===== src/rtl/glyph_pkg.sv =====
// Shared types, glyph bitmaps and code lookup for glyph_row_renderer.
// Optional build macro: GLYPH_LOWERCASE_FOLD_EN folds 'a'..'z' onto 'A'..'Z'.
package glyph_pkg;

  localparam int GLYPH_ROWS = 6;
  localparam int GLYPH_COLS = 4;

  typedef logic [GLYPH_ROWS-1:0][GLYPH_COLS-1:0] glyph_t;

  typedef enum logic [1:0] {
    S_IDLE = 2'd0,
    S_LOAD = 2'd1,
    S_EMIT = 2'd2
  } state_t;

  // Literals list the bottom row first so that index 0 is the top row.
  localparam glyph_t GLYPH_A = {4'h9, 4'h9, 4'hF, 4'h9, 4'h9, 4'h6};
  localparam glyph_t GLYPH_D = {4'hE, 4'h9, 4'h9, 4'h9, 4'h9, 4'hE};
  localparam glyph_t GLYPH_E = {4'hF, 4'h8, 4'h8, 4'hE, 4'h8, 4'hF};
  localparam glyph_t GLYPH_G = {4'h6, 4'h9, 4'hB, 4'h8, 4'h9, 4'h6};
  localparam glyph_t GLYPH_P = {4'h8, 4'h8, 4'hE, 4'h9, 4'h9, 4'hE};
  localparam glyph_t GLYPH_R = {4'h9, 4'h9, 4'hE, 4'h9, 4'h9, 4'hE};
  localparam glyph_t GLYPH_S = {4'h6, 4'h9, 4'h2, 4'h4, 4'h9, 4'h6};
  localparam glyph_t GLYPH_T = {4'h2, 4'h2, 4'h2, 4'h2, 4'h2, 4'hF};
  localparam glyph_t GLYPH_U = {4'h6, 4'h9, 4'h9, 4'h9, 4'h9, 4'h9};

  function automatic glyph_t glyph_lookup(input logic [7:0] code);
    logic [7:0] c;
`ifdef GLYPH_LOWERCASE_FOLD_EN
    if (code >= 8'h61 && code <= 8'h7A) c = code - 8'h20;
    else c = code;
`else
    c = code;
`endif
    case (c)
      8'h41:   glyph_lookup = GLYPH_A;
      8'h44:   glyph_lookup = GLYPH_D;
      8'h45:   glyph_lookup = GLYPH_E;
      8'h47:   glyph_lookup = GLYPH_G;
      8'h50:   glyph_lookup = GLYPH_P;
      8'h52:   glyph_lookup = GLYPH_R;
      8'h53:   glyph_lookup = GLYPH_S;
      8'h54:   glyph_lookup = GLYPH_T;
      8'h55:   glyph_lookup = GLYPH_U;
      default: glyph_lookup = '0;
    endcase
  endfunction

endpackage


===== src/rtl/glyph_char_fifo.sv =====
// Small character FIFO with full/empty flags and synchronous flush.
// DEPTH must be a power of two so the pointers wrap naturally.
module glyph_char_fifo #(
  parameter int DEPTH = 4
) (
  input  logic       clk,
  input  logic       reset,
  input  logic       clear,
  input  logic       push,
  input  logic [7:0] push_data,
  input  logic       pop,
  output logic [7:0] pop_data,
  output logic       full,
  output logic       empty
);

  localparam int AW = $clog2(DEPTH);

  logic [AW-1:0] wr_ptr_q, wr_ptr_d;
  logic [AW-1:0] rd_ptr_q, rd_ptr_d;
  logic [AW:0]   count_q, count_d;
  logic [7:0]    mem_q [DEPTH];
  logic [7:0]    mem_d [DEPTH];
  logic          do_push;
  logic          do_pop;

  assign full     = (count_q == (AW+1)'(DEPTH));
  assign empty    = (count_q == (AW+1)'(0));
  assign pop_data = mem_q[rd_ptr_q];
  // A full FIFO refuses pushes even when it pops in the same cycle.
  assign do_push  = push && !full && !clear;
  assign do_pop   = pop && !empty && !clear;

  // Next-state pointers, occupancy and storage.
  always_comb begin
    wr_ptr_d = wr_ptr_q;
    rd_ptr_d = rd_ptr_q;
    count_d  = count_q;
    mem_d    = mem_q;
    if (clear) begin
      wr_ptr_d = AW'(0);
      rd_ptr_d = AW'(0);
      count_d  = (AW+1)'(0);
    end else begin
      if (do_push) begin
        mem_d[wr_ptr_q] = push_data;
        wr_ptr_d        = wr_ptr_q + AW'(1);
      end else begin
        wr_ptr_d = wr_ptr_q;
      end
      if (do_pop) rd_ptr_d = rd_ptr_q + AW'(1);
      else rd_ptr_d = rd_ptr_q;
      count_d = count_q + {{AW{1'b0}}, do_push} - {{AW{1'b0}}, do_pop};
    end
  end

  // State registers.
  always_ff @(posedge clk or posedge reset) begin
    if (reset) begin
      wr_ptr_q <= AW'(0);
      rd_ptr_q <= AW'(0);
      count_q  <= (AW+1)'(0);
      for (int i = 0; i < DEPTH; i++) mem_q[i] <= 8'h00;
    end else begin
      wr_ptr_q <= wr_ptr_d;
      rd_ptr_q <= rd_ptr_d;
      count_q  <= count_d;
      mem_q    <= mem_d;
    end
  end

endmodule


===== src/rtl/glyph_row_renderer.sv =====
// Streaming glyph renderer: FIFO-buffered ASCII codes expanded into scaled pixels.
// Build macro GLYPH_LOWERCASE_FOLD_EN (see glyph_pkg) renders lowercase as uppercase.
module glyph_row_renderer
  import glyph_pkg::*;
#(
  parameter int SCALE      = 5,
  parameter int GAP        = 5,
  parameter int LINE_CHARS = 8,
  parameter int DEPTH      = 4,
  localparam int XW        = $clog2(LINE_CHARS*(4*SCALE+GAP))
) (
  input  logic          clk,
  input  logic          reset,
  input  logic          clear,
  input  logic          char_valid,
  output logic          char_ready,
  input  logic [7:0]    char_code,
  output logic          pix_valid,
  input  logic          pix_ready,
  output logic          pix_on,
  output logic [XW-1:0] pix_x,
  output logic [2:0]    pix_y,
  output logic          pix_last,
  output logic          busy
);

  localparam int SW = $clog2(SCALE+1);
  localparam int LW = $clog2(LINE_CHARS+1);
  localparam logic [XW-1:0] PITCH = XW'(4*SCALE+GAP);

  state_t        state_q, state_d;
  logic [7:0]    code_q, code_d;
  glyph_t        glyph_q, glyph_d;
  logic [2:0]    row_q, row_d;
  logic [1:0]    col_q, col_d;
  logic [SW-1:0] sub_q, sub_d;
  logic [LW-1:0] slot_q, slot_d;
  logic [XW-1:0] base_x_q, base_x_d;
  logic          pix_valid_q, pix_valid_d;
  logic          pix_on_q, pix_on_d;
  logic [XW-1:0] pix_x_q, pix_x_d;
  logic [2:0]    pix_y_q, pix_y_d;
  logic          pix_last_q, pix_last_d;
  logic          load_pixel;
  logic          fifo_pop;
  logic [7:0]    fifo_data;
  logic          fifo_full;
  logic          fifo_empty;

  glyph_char_fifo #(.DEPTH(DEPTH)) u_fifo (
    .clk       (clk),
    .reset     (reset),
    .clear     (clear),
    .push      (char_valid),
    .push_data (char_code),
    .pop       (fifo_pop),
    .pop_data  (fifo_data),
    .full      (fifo_full),
    .empty     (fifo_empty)
  );

  assign char_ready = !fifo_full;
  assign busy       = !fifo_empty || (state_q != S_IDLE);
  assign pix_valid  = pix_valid_q;
  assign pix_on     = pix_on_q;
  assign pix_x      = pix_x_q;
  assign pix_y      = pix_y_q;
  assign pix_last   = pix_last_q;

  // Renderer FSM, pixel counters, cursor and next registered pixel.
  always_comb begin
    state_d     = state_q;
    code_d      = code_q;
    glyph_d     = glyph_q;
    row_d       = row_q;
    col_d       = col_q;
    sub_d       = sub_q;
    slot_d      = slot_q;
    base_x_d    = base_x_q;
    pix_valid_d = pix_valid_q;
    pix_on_d    = pix_on_q;
    pix_x_d     = pix_x_q;
    pix_y_d     = pix_y_q;
    pix_last_d  = pix_last_q;
    load_pixel  = 1'b0;
    fifo_pop    = 1'b0;
    if (clear) begin
      state_d     = S_IDLE;
      slot_d      = LW'(0);
      base_x_d    = XW'(0);
      pix_valid_d = 1'b0;
      pix_last_d  = 1'b0;
    end else begin
      case (state_q)
        S_IDLE: begin
          if (!fifo_empty) begin
            fifo_pop = 1'b1;
            code_d   = fifo_data;
            state_d  = S_LOAD;
          end else begin
            state_d = S_IDLE;
          end
        end
        S_LOAD: begin
          glyph_d    = glyph_lookup(code_q);
          row_d      = 3'd0;
          col_d      = 2'd0;
          sub_d      = SW'(0);
          state_d    = S_EMIT;
          load_pixel = 1'b1;
        end
        S_EMIT: begin
          if (pix_ready) begin
            if (pix_last_q) begin
              if (slot_q == LW'(LINE_CHARS-1)) begin
                slot_d   = LW'(0);
                base_x_d = XW'(0);
              end else begin
                slot_d   = slot_q + LW'(1);
                base_x_d = base_x_q + PITCH;
              end
              state_d     = S_IDLE;
              pix_valid_d = 1'b0;
              pix_last_d  = 1'b0;
            end else begin
              // Row-major walk: sub innermost, then column, then row.
              if (sub_q == SW'(SCALE-1)) begin
                sub_d = SW'(0);
                if (col_q == 2'd3) begin
                  col_d = 2'd0;
                  row_d = row_q + 3'd1;
                end else begin
                  col_d = col_q + 2'd1;
                end
              end else begin
                sub_d = sub_q + SW'(1);
              end
              load_pixel = 1'b1;
            end
          end else begin
            state_d = S_EMIT;
          end
        end
        default: state_d = S_IDLE;
      endcase
      if (load_pixel) begin
        pix_valid_d = 1'b1;
        pix_on_d    = glyph_d[row_d][2'd3 - col_d];
        pix_x_d     = base_x_d + XW'(col_d) * XW'(SCALE) + XW'(sub_d);
        pix_y_d     = row_d;
        pix_last_d  = (row_d == 3'd5) && (col_d == 2'd3) && (sub_d == SW'(SCALE-1));
      end else begin
        pix_on_d = pix_on_q;
      end
    end
  end

  // State and output registers.
  always_ff @(posedge clk or posedge reset) begin
    if (reset) begin
      state_q     <= S_IDLE;
      code_q      <= 8'h00;
      glyph_q     <= '0;
      row_q       <= 3'd0;
      col_q       <= 2'd0;
      sub_q       <= SW'(0);
      slot_q      <= LW'(0);
      base_x_q    <= XW'(0);
      pix_valid_q <= 1'b0;
      pix_on_q    <= 1'b0;
      pix_x_q     <= XW'(0);
      pix_y_q     <= 3'd0;
      pix_last_q  <= 1'b0;
    end else begin
      state_q     <= state_d;
      code_q      <= code_d;
      glyph_q     <= glyph_d;
      row_q       <= row_d;
      col_q       <= col_d;
      sub_q       <= sub_d;
      slot_q      <= slot_d;
      base_x_q    <= base_x_d;
      pix_valid_q <= pix_valid_d;
      pix_on_q    <= pix_on_d;
      pix_x_q     <= pix_x_d;
      pix_y_q     <= pix_y_d;
      pix_last_q  <= pix_last_d;
    end
  end

endmodule


===== config.mk =====
export PLATFORM = sky130hd
export DESIGN_NAME = glyph_row_renderer
export DESIGN_NICKNAME = d
export VERILOG_FILES = /design/src/rtl/glyph_pkg.sv /design/src/rtl/glyph_char_fifo.sv /design/src/rtl/glyph_row_renderer.sv
export SDC_FILE = /design/constraint.sdc
export NUM_CORES = 1
export LEC_CHECK = 0
export BUFFER_PORTS_ARGS = -buffer_cell sky130_fd_sc_hd__buf_2
export CORE_MARGIN = 2
export CORE_UTILIZATION = 40
export CTS_CLUSTER_SIZE = 20
export DETAILED_ROUTE_END_ITERATION = 8
export GPL_TIMING_DRIVEN = 0
export HOLD_SLACK_MARGIN = 0.06
export PLACE_DENSITY = 0.63
export REMOVE_ABC_BUFFERS = 1
export SYNTH_ARGS = -nofsm -noshare
export SYNTH_HDL_FRONTEND = slang
export SYNTH_SLANG_ARGS = --single-unit

===== constraint.sdc =====
create_clock -name clk -period 12.35 [get_ports clk]
set_clock_uncertainty 0.05 [all_clocks]
set_input_delay 0.6175 -clock clk [delete_from_list [all_inputs] [get_ports clk]]
set_output_delay 0.6175 -clock clk [all_outputs]
set_load 0.01 [all_outputs]

### Yosys cells after proc, flatten, opt, wreduce, memory -nomap -nowiden

Index checks and enable logic that the tools add are counted.

| operators by class | value |
|---|---|
| add/subtract/negate cells | 12 |
| multiply operators | 1 |
| order comparisons | 5 |
| equal/unequal tests | 19 |
| mux-type cells | 67 |
| bitwise operators | 4 |
| reductions and logical operators | 28 |

Operator list:

| cell | number |
|---|---|
| $pmux W24 S9 | 1 |
| $eq A8 B7 Y1 const B | 9 |
| $mux W8 | 9 |
| $mux W24 | 2 |
| $bwmux W32 | 1 |
| $mux W3 | 10 |
| $mux W2 | 12 |
| $mux W4 | 6 |
| $mux W1 | 17 |
| $bmux W8 S2 | 1 |
| $demux W8 S2 | 1 |
| $bmux W4 S3 | 1 |
| $eq A3 B3 Y1 const B | 4 |
| $pmux W3 S2 | 2 |
| $reduce_bool A2 Y1 | 6 |
| $reduce_and A3 Y1 | 3 |
| $reduce_bool A3 Y1 | 3 |
| $add A8 B3 Y8 | 1 |
| $add A8 B5 Y8 | 1 |
| $add A8 B5 Y8 const B | 1 |
| $logic_and A1 B1 Y1 | 7 |
| $add A2 B1 Y2 const B | 3 |
| $add A3 B1 Y3 const B | 2 |
| $eq A2 B2 Y1 const B | 3 |
| 23 further kinds | 30 |

| storage, ports and cells | value |
|---|---|
| bits in registers | 107 |
| output and inout bits | 16 |

### Longest topological paths before layout

Gate-level depths: netlist (run 1).

| logic depth | value |
|---|---|
| depth after elaboration | 12 |
| depth in mapped cells | 21 |
| mapped depth without buffers | 19 |

### Cells and area by module

From an unflattened synthesis (run 1), not the netlist that was laid out.

| unflattened totals | value |
|---|---|
| cells, all modules | 595 |
| area total of the unflattened synthesis | 6368.6 sq um |

By module, submodules not included:

| module | instances | cells an instance | area each (sq um) |
|---|---|---|---|
| glyph_row_renderer | 1 | 467 | 4351.7 |
| glyph_char_fifo | 1 | 128 | 2016.9 |

### Least setup slack after synthesis (run 1)

No wires, ideal clock.

| path | value |
|---|---|
| path type | register -> register |
| from | reg state_q[0] |
| to | reg pix_x_q[7] (netlist: pix_x[7]) |
| library setup time | 134 ps |
| arrival time | 3958 ps |
| data required time | 12166 ps |
| setup slack | 8208 ps |
| cell stages (with the launch flop) | 22 |
| buffers on the path | 2 |
| clock period less this slack | 4142 ps |
| cells stage by stage | dfrtp_1 -> inv_1 -> ha_1 -> and3b_1 -> buf_2 -> and2_1 -> buf_4 -> mux2i_1 -> or2_2 -> inv_1 -> ha_1 -> fa_1 -> ha_1 -> inv_1 -> fa_1 -> inv_1 -> a21oi_1 -> o21bai_1 -> a21oi_1 -> nor2_1 -> mux2i_1 -> o21ai_0 |

| between the ends | value |
|---|---|
| cells in the longest elaborated chain, start to end | 6 |

RTL lines:

| what | line | text |
|---|---|---|
| start, declared | glyph_row_renderer.sv:31 | `state_t state_q, state_d;` |
| start signal, assigned | glyph_row_renderer.sv:175 | `state_q <= state_d;` |
| $eq A2 B2 Y1 or $eq A2 B1 Y1 (tied branches) | glyph_row_renderer.sv:94 | `case (state_q)` |
| $pmux W2 S2 | glyph_row_renderer.sv:94 |  |
| $mux W2 | glyph_row_renderer.sv:87 | `if (clear) begin` |
| $mul A2 B3 Y5 | glyph_row_renderer.sv:149 | `pix_x_d = base_x_d + XW'(col_d) * XW'(SCALE) + XW'(sub_d);` |
| $add A8 B5 Y8 | glyph_row_renderer.sv:149 |  |
| $add A8 B3 Y8 | glyph_row_renderer.sv:149 |  |
| end signal, assigned | glyph_row_renderer.sv:185 | `pix_x_q <= pix_x_d;` |
| end, declared | glyph_row_renderer.sv:41 | `logic [XW-1:0] pix_x_q, pix_x_d;` |

Parallel ways exist; a longest one is shown, timed or not. The select of a mux whose other input is x is not followed.
A chain may end at the register's enable or synchronous reset.

### Final worst setup path (run 1)

Same ends and word-level chain as after synthesis.

==> summary by stage, run 1 <==
Global routing
The overall track demand over capacity in global routing is approximately 16%. The number of global-route vias before repair came to between 4,000 and 5,000. Entering global routing, the biggest net connects 68 pins. Summed over all layers, the global routing overflow is 0. The first global-routing pass estimated ~21,000 um of wire. The number of antenna violations at the first check in global routing was 0.

Floorplanning
The number of primary I/O pins is 29. The starting utilization of the core area is around two fifths. The chip width is 127.0 um. The die is 127.0 um tall. The area of the placeable core is between 0.01 and 0.015 mm2. The row count is 44. The area of the die is between 0.015 and 0.02 mm2.

Pwr
The share of total power in the clock network is 21.4%. In this run, flip-flops and latches consume between 40% and 50% of the power. Summed over all cells, the static leakage comes to 0.003001 uW. The switching share of total power is a little under two fifths. The share of power burned in combinational logic is 36.8%. In this run the power spent charging and discharging nets is approximately 480 uW. The power density of the placed cells is between 150 and 200 mW/mm2.

The internal power of the cells totals approximately 820 uW. The worst-case vdd ir drop is approximately 0.13 mV.

Setup path
The required time of the critical path is 12,500 ps. The highest net fanout along the worst path is 10. STA classifies the critical path endpoint as a flop.

The critical path is of the flop to flop type. STA classifies the critical path startpoint as a flop. Data on the critical path arrives at its endpoint at ~4700 ps.

Synthesis
The mapped cell area is just over 0.006 mm2. Yosys mapped the design onto 60 distinct sky130hd cell types. The number of cells produced by synthesis is about 590.

The post-synthesis average cell area is 10.23 um2. The total number of yosys warnings is 0. Synthesis inferred about 110 register bits. The synthesized design contains 0 enable-type register cells. The proportion of register bits with asynchronous set or reset after synthesis is 100.0%. Summing the sequential cell areas from Yosys gives 44.21% of the chip area.

The most used flip-flop cell after synthesis is sky130_fd_sc_hd__dfrtp_1.

Finish
Across the whole layout, storage elements account for 0.002678 mm2. The area growth from synthesis to layout is 9.235%. Fill cells in the final layout number roughly 1,400. The total area of multi-input combinational cells is approximately 0.0032 mm2. For this run, the post-layout net count is roughly 650.

The fraction of layout instances using a drive strength above 1 is between 15 and 20%. The number of antenna cells inserted is 0.

Clocking
The source-to-sink clock delay at the later pin of the worst-skew pair is approximately 360 ps. After clock tree synthesis, the clock-pin slew on the worst setup and hold paths is 70 ps. The number of cells upsized or downsized after cts is 0. The number of levels in the clock H-tree is 3. The clock tree root buffer cell is sky130_fd_sc_hd__clkbuf_16. For this design, the CTS-stage hold fixing added 0 buffers. Clock tree synthesis found a total of 107 sinks. The number of buffers on the longest clock path is 2.

Post-CTS timing repair inserted 0 buffers for setup. The number of buffers created by CTS is 9. The CTS tree is yes.

Placement
Detailed placement ended at an HPWL of approximately 8600 um. The count of buffers added on input and output ports is 28. At the end of routability-driven placement, the weighted congestion stood at roughly 0.86.

Hold path
The path type of the worst min-delay path is input port to async pin.

Drt
After detailed routing, the number of vias per cell comes to 5.461. The final layout contains routed wiring with a total length of about 12,000 um. The initial DRC count is 211. The pre-antenna-repair detailed-routing pass consisted of 4 iterations.

The final routed DRC violation total is 0. The detail route stage leaves a number of antenna-violating nets equal to 0. The final route contains 4,320 vias. The wire length per cell after detailed routing is between 15 and 20 um.

STA
The final count of pins violating max slew is 0. The final critical path takes up 37.00% of the cycle. The final setup violation count is 0.

The number of endpoints with negative hold slack in the final report is 0. Timing would allow up to 0.2189 GHz. Setup repair after global routing left no endpoint under its margin.

The final-layout worst hold slack is between 200 and 300 ps. The max-slew headroom at the worst pin is a little over a quarter. The shortest period the worst path allows is approximately 4600 ps. For the pin with the worst max-slew slack, the measured transition is between 1000 and 1500 ps.

After routing, the total negative slack on setup checks comes to 0 ps.

Run
The tool flagged a number of max-cap violations equal to 0.

Status
The flow ran to the end, and the final reports show no timing, DRC or antenna violations.
==> power by group through the flow <==
stage                     registers, uW  clock network, uW  logic (uW)
after global routing                560                300         540
after detailed placement            550                  0         480
after floorplan                     524                  0         374
after CTS                           543                289         483
final                               542                278         477
after global placement              540                  0         464
==> cell families (layout without fill, tap and decap cells) <==
logic type / count (synthesis) / count (layout) / synth area share (%)
and+or+nand+nor: 195 / 195 / 15.74
AOI/OAI and AO/OA: 116 / 116 / 11.55
DFF: 107 / 107 / 44.21
muxes: 71 / 71 / 15.62
buffers and inverters: 57 / 72 / 3.802
adders and majority gates: 31 / 31 / 6.901
xor gates and xnor gates: 15 / 15 / 2.169
==> metrics by stage <==
step	setup WS [ps]	cell area, um2	cells	power (uW)	utilization [%]
global route	7394	6615	791	1400	45.17
CTS	7757	6615	791	1314	45.17
finish	7781	6615	791	1297	45.17
floorplan	8242	5927	562	897.9	-
global placement	7713	6297	774	1004	43.00
detailed placement	7782	6331	775	1030	43.23
==> cell type report <==
type                       instances  area share [%]
multi-input combinational        428           47.65
sequential                       107           40.48
tap                              184           3.480
clock buffer                       9           3.405
timing repair buffer              29           2.535
inverter                          27           1.570
clock inverter                     7          0.8890
==> final timing paths <==
| check | cells after the start | slack, ps | endpoint | from |
|---|---|---|---|---|
| worst max-delay path | 17 | 7780 | pix_x[7] | state_q[0] |
| worst min-delay path | 2 | 250 | pix_valid | reset |
| worst max register to register | 17 | 7780 | pix_x[7] | state_q[0] |
| worst min register to register | 2 | 420 | pix_x[3] | pix_x[3] |
| max in group asynchronous | 3 | 11290 | glyph_q[17] | reset |
| min in group clk | 2 | 420 | pix_x[3] | pix_x[3] |
==> layout by cell type, fill, tap and decap left out, types with 5 or more instances in the layout <==
| master | instances |
|---|---|
| sky130_fd_sc_hd__nand2_1 | 75 |
| sky130_fd_sc_hd__mux4_2 | 12 |
| sky130_fd_sc_hd__xor2_1 | 5 |
| sky130_fd_sc_hd__inv_1 | 25 |
| sky130_fd_sc_hd__nor2b_1 | 14 |
| sky130_fd_sc_hd__o21ai_0 | 43 |
| sky130_fd_sc_hd__o2111ai_1 | 5 |
| sky130_fd_sc_hd__nand2b_1 | 7 |
| sky130_fd_sc_hd__mux2_2 | 51 |
| sky130_fd_sc_hd__ha_1 | 27 |
| sky130_fd_sc_hd__buf_2 | 28 |
| sky130_fd_sc_hd__a21oi_1 | 27 |
| sky130_fd_sc_hd__nand3_1 | 10 |
| sky130_fd_sc_hd__and2_1 | 6 |
| sky130_fd_sc_hd__xnor2_1 | 10 |
| sky130_fd_sc_hd__o22ai_1 | 5 |
| sky130_fd_sc_hd__nor3_1 | 12 |
| sky130_fd_sc_hd__nor2_1 | 39 |
| sky130_fd_sc_hd__a31oi_1 | 5 |
| sky130_fd_sc_hd__mux2i_1 | 5 |
| sky130_fd_sc_hd__clkbuf_16 | 9 |
| sky130_fd_sc_hd__dfrtp_1 | 107 |
==> routing by layer <==
layer | wire [um] | global-route usage, % | up-vias
li1 | - | - | 2116
met1 | 5686 | 21.57 | 2119
met2 | 5788 | 27.04 | 69
met3 | 481 | 3.853 | 16
met4 | 187 | 5.559 | 0
met5 | 0 | 0 | -
==> synth_stat cells (3+ instances only) <==
library cell                number  share of area (%)
sky130_fd_sc_hd__dfrtp_1       107                 44
sky130_fd_sc_hd__nand2_1        75                4.6
sky130_fd_sc_hd__mux2_2         51                9.5
sky130_fd_sc_hd__o21ai_0        43                3.6
sky130_fd_sc_hd__nor2_1         39                2.4
sky130_fd_sc_hd__a21oi_1        27                2.2
sky130_fd_sc_hd__ha_1           27                5.6
sky130_fd_sc_hd__inv_1          26                1.6
sky130_fd_sc_hd__clkbuf_1       21                1.3
sky130_fd_sc_hd__nor2b_1        14                1.4
sky130_fd_sc_hd__mux4_2         12                4.5
sky130_fd_sc_hd__nor3_1         12               0.99
sky130_fd_sc_hd__nand3_1        10               0.83
sky130_fd_sc_hd__xnor2_1        10                1.4
sky130_fd_sc_hd__nand2b_1        7               0.72
sky130_fd_sc_hd__and2_1          6               0.62
sky130_fd_sc_hd__a31oi_1         5               0.52
sky130_fd_sc_hd__mux2i_1         5               0.83
sky130_fd_sc_hd__o2111ai_1       5               0.72
sky130_fd_sc_hd__o22ai_1         5               0.52
sky130_fd_sc_hd__xor2_1          5               0.72
sky130_fd_sc_hd__a21o_1          4               0.50
sky130_fd_sc_hd__buf_2           4               0.33
sky130_fd_sc_hd__fa_1            4                1.3
sky130_fd_sc_hd__nand3b_1        4               0.50
sky130_fd_sc_hd__nand4_1         4               0.41
sky130_fd_sc_hd__a211oi_1        3               0.37
sky130_fd_sc_hd__a22o_1          3               0.43
sky130_fd_sc_hd__a22oi_1         3               0.37
sky130_fd_sc_hd__and3_1          3               0.31
sky130_fd_sc_hd__buf_1           3               0.19
sky130_fd_sc_hd__o211ai_1        3               0.37
sky130_fd_sc_hd__o21bai_1        3               0.37
sky130_fd_sc_hd__o311ai_0        3               0.43
sky130_fd_sc_hd__o31ai_1         3               0.37
==> flip-flops by register name (all words and copies together), names as in the netlist <==
name             cells
code_q               8
slot_q               4
row_q                3
col_q                2
pix_last             1
u_fifo.count_q       3
sub_q                3
glyph_q             24
pix_y                3
u_fifo.mem_q        32
base_x_q             8
pix_valid            1
u_fifo.wr_ptr_q      2
state_q              2
pix_on               1
pix_x                8
u_fifo.rd_ptr_q      2
==> critical path, stage by stage, from the launching register on <==
cell and delay, ps:
sky130_fd_sc_hd__dfrtp_1 430, sky130_fd_sc_hd__inv_1 90, sky130_fd_sc_hd__ha_1 430, sky130_fd_sc_hd__and3b_1 310, sky130_fd_sc_hd__and2_1 330, sky130_fd_sc_hd__mux2i_4 410, sky130_fd_sc_hd__inv_2 180, sky130_fd_sc_hd__ha_1 330
sky130_fd_sc_hd__fa_1 540, sky130_fd_sc_hd__inv_1 70, sky130_fd_sc_hd__fa_1 450, sky130_fd_sc_hd__inv_1 70, sky130_fd_sc_hd__a21oi_1 60, sky130_fd_sc_hd__o21bai_1 190, sky130_fd_sc_hd__a21oi_1 100, sky130_fd_sc_hd__nor2_1 110
sky130_fd_sc_hd__mux2i_1 190, sky130_fd_sc_hd__o21ai_0 80
(Power assumes the default switching activity.)
==> inputs of run 2 (changes only) <==
--- a/config.mk
+++ b/config.mk
@@ -12,7 +12,7 @@
 export DETAILED_ROUTE_END_ITERATION = 8
 export GPL_TIMING_DRIVEN = 0
 export HOLD_SLACK_MARGIN = 0.06
-export PLACE_DENSITY = 0.63
+export PLACE_DENSITY = 0.65
 export REMOVE_ABC_BUFFERS = 1
 export SYNTH_ARGS = -nofsm -noshare
 export SYNTH_HDL_FRONTEND = slang
==> constraint.sdc (replaced) <==
create_clock -name clk -period 4.1 [get_ports clk]
set_clock_uncertainty 0.05 [all_clocks]
set_input_delay 0.205 -clock clk [delete_from_list [all_inputs] [get_ports clk]]
set_output_delay 0.205 -clock clk [all_outputs]
set_load 0.01 [all_outputs]
==> run 2 against run 1 <==
- worst setup slack got worse by 7600 ps
- sequential cell count stayed put
- clock power grew to 3.1 times the previous value
- via count rose by 2.9%
- sequential power rose to 3.0 times the previous value
- maximum frequency up 17%
- combinational power grew to 3.3 times the previous value
- sequential share of layout area is 1.3 points lower
- critical path depth increased by 2
- wire length increased by 5.7%
- largest cell class unchanged
==> summary by stage, run 2 (synthesis gave the netlist of run 1 again) <==
STA
The least setup slack across all paths after layout was 201.9 ps (-7579 ps). The final count of pins violating max slew is 0 (unchanged). The maximum frequency from static timing analysis is 0.2565 GHz (+17%). The final critical-path share of the clock period is 95.08% (+58 points). The final setup violation count is 0 (unchanged). The final-layout worst hold slack is 73.92 ps (-179.8 ps). The shortest period the worst path allows is 3898 ps (-671.1 ps). The number of endpoints with negative hold slack in the final report came to 0 (unchanged).

The transition time at the pin with the least slew margin is 1099 ps (+10.83 ps). The sum of negative setup slack was 0 ps (unchanged). The max-slew headroom at the worst pin was 25.28% (-0.74 points).

Setup path
The required time of the critical path is 4270 ps (-8230 ps). The highest net fanout along the worst path is 7 (-3). The kind of critical path is flop to flop.

Traced cell by cell, the critical path runs through inv_2 -> ha_4 -> and3b_2 -> and2_4 -> mux2i_1 -> or2_4 -> inv_2 -> ha_4 -> fa_1 -> ha_2 -> inv_1 -> fa_2 -> inv_2 -> a21oi_1 -> o21bai_1 -> a21oi_1 -> nor2_1 -> mux2i_1 -> o21ai_1. The nature of the critical path endpoint is a flop. The startpoint identified for the worst register-to-register timing path is state_q[1]. The number of buffers and inverters on the critical path was 4 (unchanged). The worst register-to-register path ends at pix_x[7]. The reg2reg setup slack is 200 ps (-7580 ps). Among the stages of the critical path, the cell type that occurs most often is sky130_fd_sc_hd__inv_2.

The worst setup path is launched from a flop. The longest individual stage delay on the worst path is 480 ps (-60 ps). On the critical path, the stage with the largest delay is an instance of sky130_fd_sc_hd__fa_1. On the critical path the largest part of the delay comes from adder cells.

The arrival time at the worst endpoint is 4060 ps (-660 ps). The cell count of the worst reg-to-reg path is 19 (+2).

Pwr
The worst-case vdd ir drop is 0.3554 mV (+180%). The share of power burned in combinational logic is 38.3% (+1.5 points). The switching share of total power is 37.20% (+0.49 points). The power density of the placed cells was 594.1 mW/mm2 (+200%). The internal power consumption was 2550 uW (+210%). The leakage dissipation is 0.003083 uW (+2.7%). The sequential share of power is 40.2% (-1.6 points).

The share of total power in the clock network is 21.4% (about the same). The power spent charging and discharging nets is 1510 uW (+220%).

Hold path
The beginning of the worst hold path is char_code[7]. The capture endpoint of the worst hold path is u_fifo.mem_q[23]. Counting instances, the worst hold path has a depth of 2. In this run the worst hold path is classified as input port to flop.

Finish
The sequential cell area is 0.002678 mm2 (unchanged). The total area of multi-input combinational cells is 0.003217 mm2 (+2.1%). The cell area after layout is 0.006835 mm2 (+3.3%).

The core utilization of the finished layout is 46.68% (+1.5 points). The number of flip-flops in the largest register is 32 (unchanged). The library cell used most frequently in the layout, excluding fill and tap cells, is sky130_fd_sc_hd__dfrtp_1.

The number of fill cells in the layout came to 1,380 (-1.5%). The register containing the most flip-flops in the final layout is u_fifo.mem_q. The number of antenna cells inserted is 0 (unchanged). The largest registers in the layout are u_fifo.mem_q: 32 flops, glyph_q: 24 flops. The fraction of layout instances using a drive strength above 1 is 23.56% (+3.8 points).

The synthesis-to-layout area growth is 12.87%. The net total in the final layout is 663 (+2.6%). In the layout the commonest cells are sky130_fd_sc_hd__dfrtp_1, sky130_fd_sc_hd__nand2_1, sky130_fd_sc_hd__mux2_2.

Floorplanning
The area of the die came to 0.01614 mm2 (unchanged). The starting utilization of the core area is 41.35% (unchanged). The area of the placeable core is 0.01464 mm2 (unchanged).

The number of primary I/O pins came to 29 (unchanged). The row count is 44 (unchanged). The vertical die dimension came to 127.0 um (unchanged). The chip width was 127.0 um (unchanged).

Placement
The count of input and output buffers is 28 (unchanged). The detailed placer's ending HPWL was 8880 um (+2.7%). The global placement routability congestion is 0.8664 (+0.86%).

The placement-stage cell area came to 0.006331 mm2 (unchanged). The pre-CTS setup slack is -457.6 ps (-8240 ps).

Clocking
The source-to-sink clock delay at the later pin of the worst-skew pair is 360 ps (about the same). The CTS sink count came to 107 (unchanged). CTS placed an instance of sky130_fd_sc_hd__clkbuf_16 at the clock tree root. The number of levels in the clock H-tree is 3 (unchanged). The number of buffers created by CTS came to 9 (unchanged). The register clock-pin slew on the reported worst setup and hold paths is 80 ps (about the same). The number of buffers on the longest clock path is 2 (unchanged).

The CTS tree is yes.

Drt
The wire length after detailed routing is 12,830 um (+5.7%). The via density per instance is 5.501 (+0.73%). The number of search-and-repair iterations in the first detailed-routing pass is 4 (unchanged).

The initial DRC count is 273 (+29%). The count of vias placed by the detailed router is 4,445 (+2.9%). The wire length per cell after detailed routing is 15.88 um (+3.4%).

The final routed DRC violation total is 0 (unchanged). The post-detailed-route count of antenna-violating nets came to 0 (unchanged).

Status
The flow ran to the end, and the final reports show no timing, DRC or antenna violations.

Global routing
The wire length of the first global-routing pass is 22,100 um (+3.0%). The pin count of the biggest net entering global routing is 69 (+1.5%). The overall track demand over capacity in global routing is 17.01% (+0.55 points).

The number of global-route vias before repair is 4,539 (+2.4%). The number of antenna violations at the first check in global routing is 0 (unchanged). The aggregate global routing overflow is 0 (unchanged).

Run
The number of violations of the max-capacitance limit is 0 (unchanged).
-- run 2: power groups by stage --
stage	registers, uW	clock network, uW	logic (uW)
2_1_floorplan	1580	0	1130
3_3_place_gp	1630	0	1400
3_5_place_dp	1660	0	1460
4_1_cts	1630	893	1510
5_1_grt	1690	938	1740
6_report	1630	870	1560
-- run 2: area by class of cell --
type	count	area share, %
timing repair buffer	46	4.503
multi-input combinational	428	47.06
tap	184	3.368
clock inverter	7	1.043
clock buffer	9	3.295
inverter	27	1.556
sequential	107	39.17
-- run 2: through the flow --
stage,total power [uW],std cells
5_1_grt,4364,808
3_5_place_dp,3114,775
3_3_place_gp,3023,774
4_1_cts,4034,800
6_report,4061,808
2_1_floorplan,2705,562
-- run 2: worst register-to-register path: cells and delay by family (launching register included) --
family                     cells  cell delay, ps
buffers and inverters          4             290
adders and majority gates      5            1460
DFF                            1             400
and+or+nand+nor                4             840
muxes                          2             330
AOI/OAI and AO/OA              4             390
-- run 2: what timing repair did --
| item | CTS | global route |
|---|---|---|
| setup buffers | 4 | 8 |
| hold endpoints to repair | 49 | 0 |
| pin swaps | 1 | 9 |
| gates resized for setup | 8 | 15 |
| setup endpoints to repair | 3 | 2 |
| gates cloned | 0 | 0 |
| hold buffers | 5 | 0 |
-- run 2: worst max-delay path by stage --
stage,startpoint,end,cells after the start
2_1_floorplan,state_q[0],pix_x[7],19
3_3_place_gp,state_q[0],pix_x[7],17
3_5_place_dp,state_q[0],pix_x[7],17
4_1_cts,state_q[1],pix_x[7],19
5_1_grt,state_q[1],pix_x[7],19
6_report,state_q[1],pix_x[7],19
-- run 2: per-layer routing --
metal	routed length, um	share of wire, %	up-vias	GRT usage, %
li1	-	-	2148	-
met1	5890	46	2200	22.03
met2	6218	48	85	28.43
met3	575	4.5	12	4.564
met4	147	1.1	0	4.460
met5	0	0	-	0
==> inputs of run 3 (changes only) <==
--- a/config.mk
+++ b/config.mk
@@ -7,12 +7,12 @@
 export LEC_CHECK = 0
 export BUFFER_PORTS_ARGS = -buffer_cell sky130_fd_sc_hd__buf_2
 export CORE_MARGIN = 2
-export CORE_UTILIZATION = 40
+export CORE_UTILIZATION = 35
 export CTS_CLUSTER_SIZE = 20
 export DETAILED_ROUTE_END_ITERATION = 8
 export GPL_TIMING_DRIVEN = 0
 export HOLD_SLACK_MARGIN = 0.06
-export PLACE_DENSITY = 0.65
+export PLACE_DENSITY = 0.59
 export REMOVE_ABC_BUFFERS = 1
 export SYNTH_ARGS = -nofsm -noshare
 export SYNTH_HDL_FRONTEND = slang
==> run 3 against run 2 <==
- sequential share of layout area decreased by 0.057 points
- count of clock-buffer cells in the layout unchanged
- die area increased by 14%
- non-clock buffer count decreased by 1
- register-to-register slack about the same
- wire length increased by 1.3%
==> summary by stage, run 3 (synthesis gave the netlist of run 1 again) <==
Clocking
The number of levels in the clock H-tree is 3 (unchanged). TritonCTS built the clock tree. The number of buffers on the longest clock path is 2 (unchanged). The source-to-sink clock delay at the later pin of the worst-skew pair is 360 ps (about the same). The number of buffers created by CTS is 9 (unchanged). The CTS sink count came to 107 (unchanged).

The clock tree root buffer cell is sky130_fd_sc_hd__clkbuf_16. The register clock-pin slew on the reported worst setup and hold paths is 80 ps (about the same).

Pwr
The leakage dissipation is 0.003078 uW (-0.15%). The worst-case vdd ir drop is 0.3674 mV (+3.4%). The total power draw is 4031 uW (-0.73%). The power density of the placed cells is 588.8 mW/mm2 (-0.88%).

Finish
The register containing the most flip-flops in the final layout is u_fifo.mem_q. Leaving out fill and tap cells, the most frequent cells in the layout are sky130_fd_sc_hd__dfrtp_1, sky130_fd_sc_hd__nand2_1, sky130_fd_sc_hd__mux2_2. The number of flip-flops in the largest register is 32 (unchanged). The number of antenna cells inserted came to 0 (unchanged). The non-filler instance count after layout is 848 (+5.0%). The area growth from synthesis to layout is 13.04%.

The commonest non-fill, non-tap cell in the layout is sky130_fd_sc_hd__dfrtp_1. The fraction of layout instances using a drive strength above 1 is 23.11% (-0.44 points). The net total in the final layout is 662 (-0.15%). The number of fill cells in the layout was 1,705 (+24%). The largest registers in the layout are u_fifo.mem_q: 32 flops, glyph_q: 24 flops.

Floorplanning
The number of primary I/O pins came to 29 (unchanged). The area of the placeable core came to 0.01712 mm2 (+17%). The chip width is 135.5 um (+6.7%).

The area of the die came to 0.01837 mm2 (+14%). The vertical die dimension was 135.5 um (+6.7%). The starting utilization of the core area is 35.38% (-6.0 points). The row count is 48 (+9.1%).

Drt
The final routed DRC violation total came to 0 (unchanged). The wire length after detailed routing is 13,000 um (+1.3%). The number of search-and-repair iterations in the first detailed-routing pass came to 4 (unchanged). The initial DRC count is 251 (-8.1%). The via density per instance is 5.204 (-5.4%). The post-detailed-route count of antenna-violating nets is 0 (unchanged). The count of vias placed by the detailed router is 4,413 (-0.72%). The wire length per cell after detailed routing is 15.32 um (-3.5%).

Hold path
The number of instances on the worst hold path came to 2 (unchanged). The beginning of the worst hold path is char_code[5]. The path class of the tightest hold or removal check is input port to flop.

For hold timing, the worst endpoint is u_fifo.mem_q[29].

Setup path
The largest individual stage delay along the critical path comes from the cell sky130_fd_sc_hd__fa_1. The kind of critical path is flop to flop. The cell count of the worst reg-to-reg path came to 18 (-1). The reg2reg setup slack is 210 ps (about the same). The capture point of the worst reg-to-reg path is pix_x[7]. Broken down by cell family, the worst path's largest delay share belongs to adder cells.

The number of buffers and inverters on the critical path is 5 (+1). The arrival time at the worst endpoint came to 4040 ps (-20 ps). The highest net fanout along the worst path was 10 (+3). The nature of the critical path endpoint is a flop.

The signal on the critical path passes through inv_2 -> ha_4 -> and3b_2 -> and2_4 -> buf_12 -> mux2i_4 -> inv_2 -> ha_1 -> fa_1 -> inv_1 -> fa_2 -> inv_1 -> a21oi_1 -> o21bai_1 -> a21oi_1 -> nor2_1 -> mux2i_1 -> o21ai_0. The longest individual stage delay on the worst path is 530 ps (+50 ps). In this run the critical register-to-register path is launched from state_q[0]. The sort of element at the start of the critical path is a flop. The required time of the critical path is 4250 ps (-20 ps).

STA
The shortest period the worst path allows was 3891 ps (-6.881 ps). The maximum frequency from static timing analysis is 0.2570 GHz (+0.18%). The final critical-path share of the clock period is 94.91% (-0.17 points). The final count of pins violating max slew was 0 (unchanged).

The transition time at the pin with the least slew margin is 1121 ps (+22.24 ps). The sum of negative setup slack is 0 ps (unchanged). The max-slew headroom at the worst pin was 23.76% (-1.5 points). The number of endpoints with negative hold slack in the final report came to 0 (unchanged). The final setup violation count is 0 (unchanged).

Placement
The detailed placer's ending HPWL is 9000 um (+1.4%). The global placement routability congestion is 0.8407 (-3.0%). The count of input and output buffers came to 28 (unchanged).

The cell count after placement is 816 (+5.3%).

Global routing
The overall track demand over capacity in global routing came to 15.21% (-1.8 points). The number of antenna violations at the first check in global routing is 0 (unchanged). The pin count of the biggest net entering global routing came to 75 (+8.7%).

The aggregate global routing overflow was 0 (unchanged). The wire length of the first global-routing pass is 22,200 um (+0.47%). The number of global-route vias before repair was 4,419 (-2.6%).

Run
The number of violations of the max-capacitance limit is 0 (unchanged).

Status
The run finished with clean final reports.
## run 3: changes by cell type in the layout (fill, tap and decap cells not counted), moves of 2 or more
cell	delta
sky130_fd_sc_hd__clkinvlp_4	+3
sky130_fd_sc_hd__clkinv_4	-2
sky130_fd_sc_hd__dlygate4sd3_1	-2
sky130_fd_sc_hd__ha_1	+2
sky130_fd_sc_hd__o21ai_0	+2
sky130_fd_sc_hd__o21ai_1	-2
## run 3: worst register-to-register path, delay by kind of cell (launching register included)
family	cells	cell delay, ps
fa+ha+maj	4	1540
simple gates	3	490
buf+inv	5	440
mux	2	410
compound gates	4	410
flops	1	380
## run 3: metrics by stage
stage | hold slack (ps) | area [um2] | setup WS (ps) | util, %
after CTS | 60.54 | 6753 | 16.15 | 39.45
after detailed placement | 206.5 | 6382 | -514.7 | 37.29
after global placement | 403.3 | 6349 | -434.1 | 37.09
after global routing | 72.05 | 6845 | -11.98 | 39.99
after floorplan | 218.1 | 5927 | -7.669 | -
final | 65.14 | 6845 | 208.7 | 39.99
## run 3: metal layers
| layer | up-vias | part of all wire [%] | track usage [%] |
|---|---|---|---|
| met5 | - | 0 | 0 |
| met4 | 0 | 0.85 | 4.109 |
| met3 | 6 | 3.1 | 3.255 |
| met2 | 73 | 48 | 24.52 |
| met1 | 2187 | 48 | 20.82 |
| li1 | 2147 | - | - |
## run 3: timing repair
item / CTS / global route
pin swaps: 1 / 4
setup buffers: 5 / 8
hold endpoints to repair: 36 / 1
hold buffers: 2 / 1
resized for setup: 9 / 5
endpoints found under the setup margin: 4 / 3
## run 3: power breakdown
group	switching, uW	internal (uW)	leakage (uW)
Sequential	275	1360	0.00142
Clock	418	421	0.000131
Combinational	793	764	0.00153
## run 3: cell type report
| type | count | area [um2] | area share [%] |
|---|---|---|---|
| repair buffers | 45 | 307.8 | 4.496 |
| inverters | 27 | 103.9 | 1.517 |
| multi-input cells | 428 | 3188 | 46.57 |
| clock buffers | 9 | 225.2 | 3.290 |
| clock inverters | 7 | 61.31 | 0.8956 |
| flip-flops and latches | 107 | 2678 | 39.12 |
| well taps | 225 | 281.5 | 4.113 |
## run 3: how the worst max path moves through the flow
stage	end	slack [ps]	depth (start not counted)	startpoint
2_1_floorplan	pix_x[7]	-8	19	state_q[0]
3_3_place_gp	pix_x[7]	-430	17	state_q[0]
3_5_place_dp	pix_x[7]	-510	17	state_q[0]
4_1_cts	pix_x[7]	20	19	state_q[0]
5_1_grt	pix_x[7]	-10	19	state_q[0]
6_report	pix_x[7]	210	18	state_q[0]
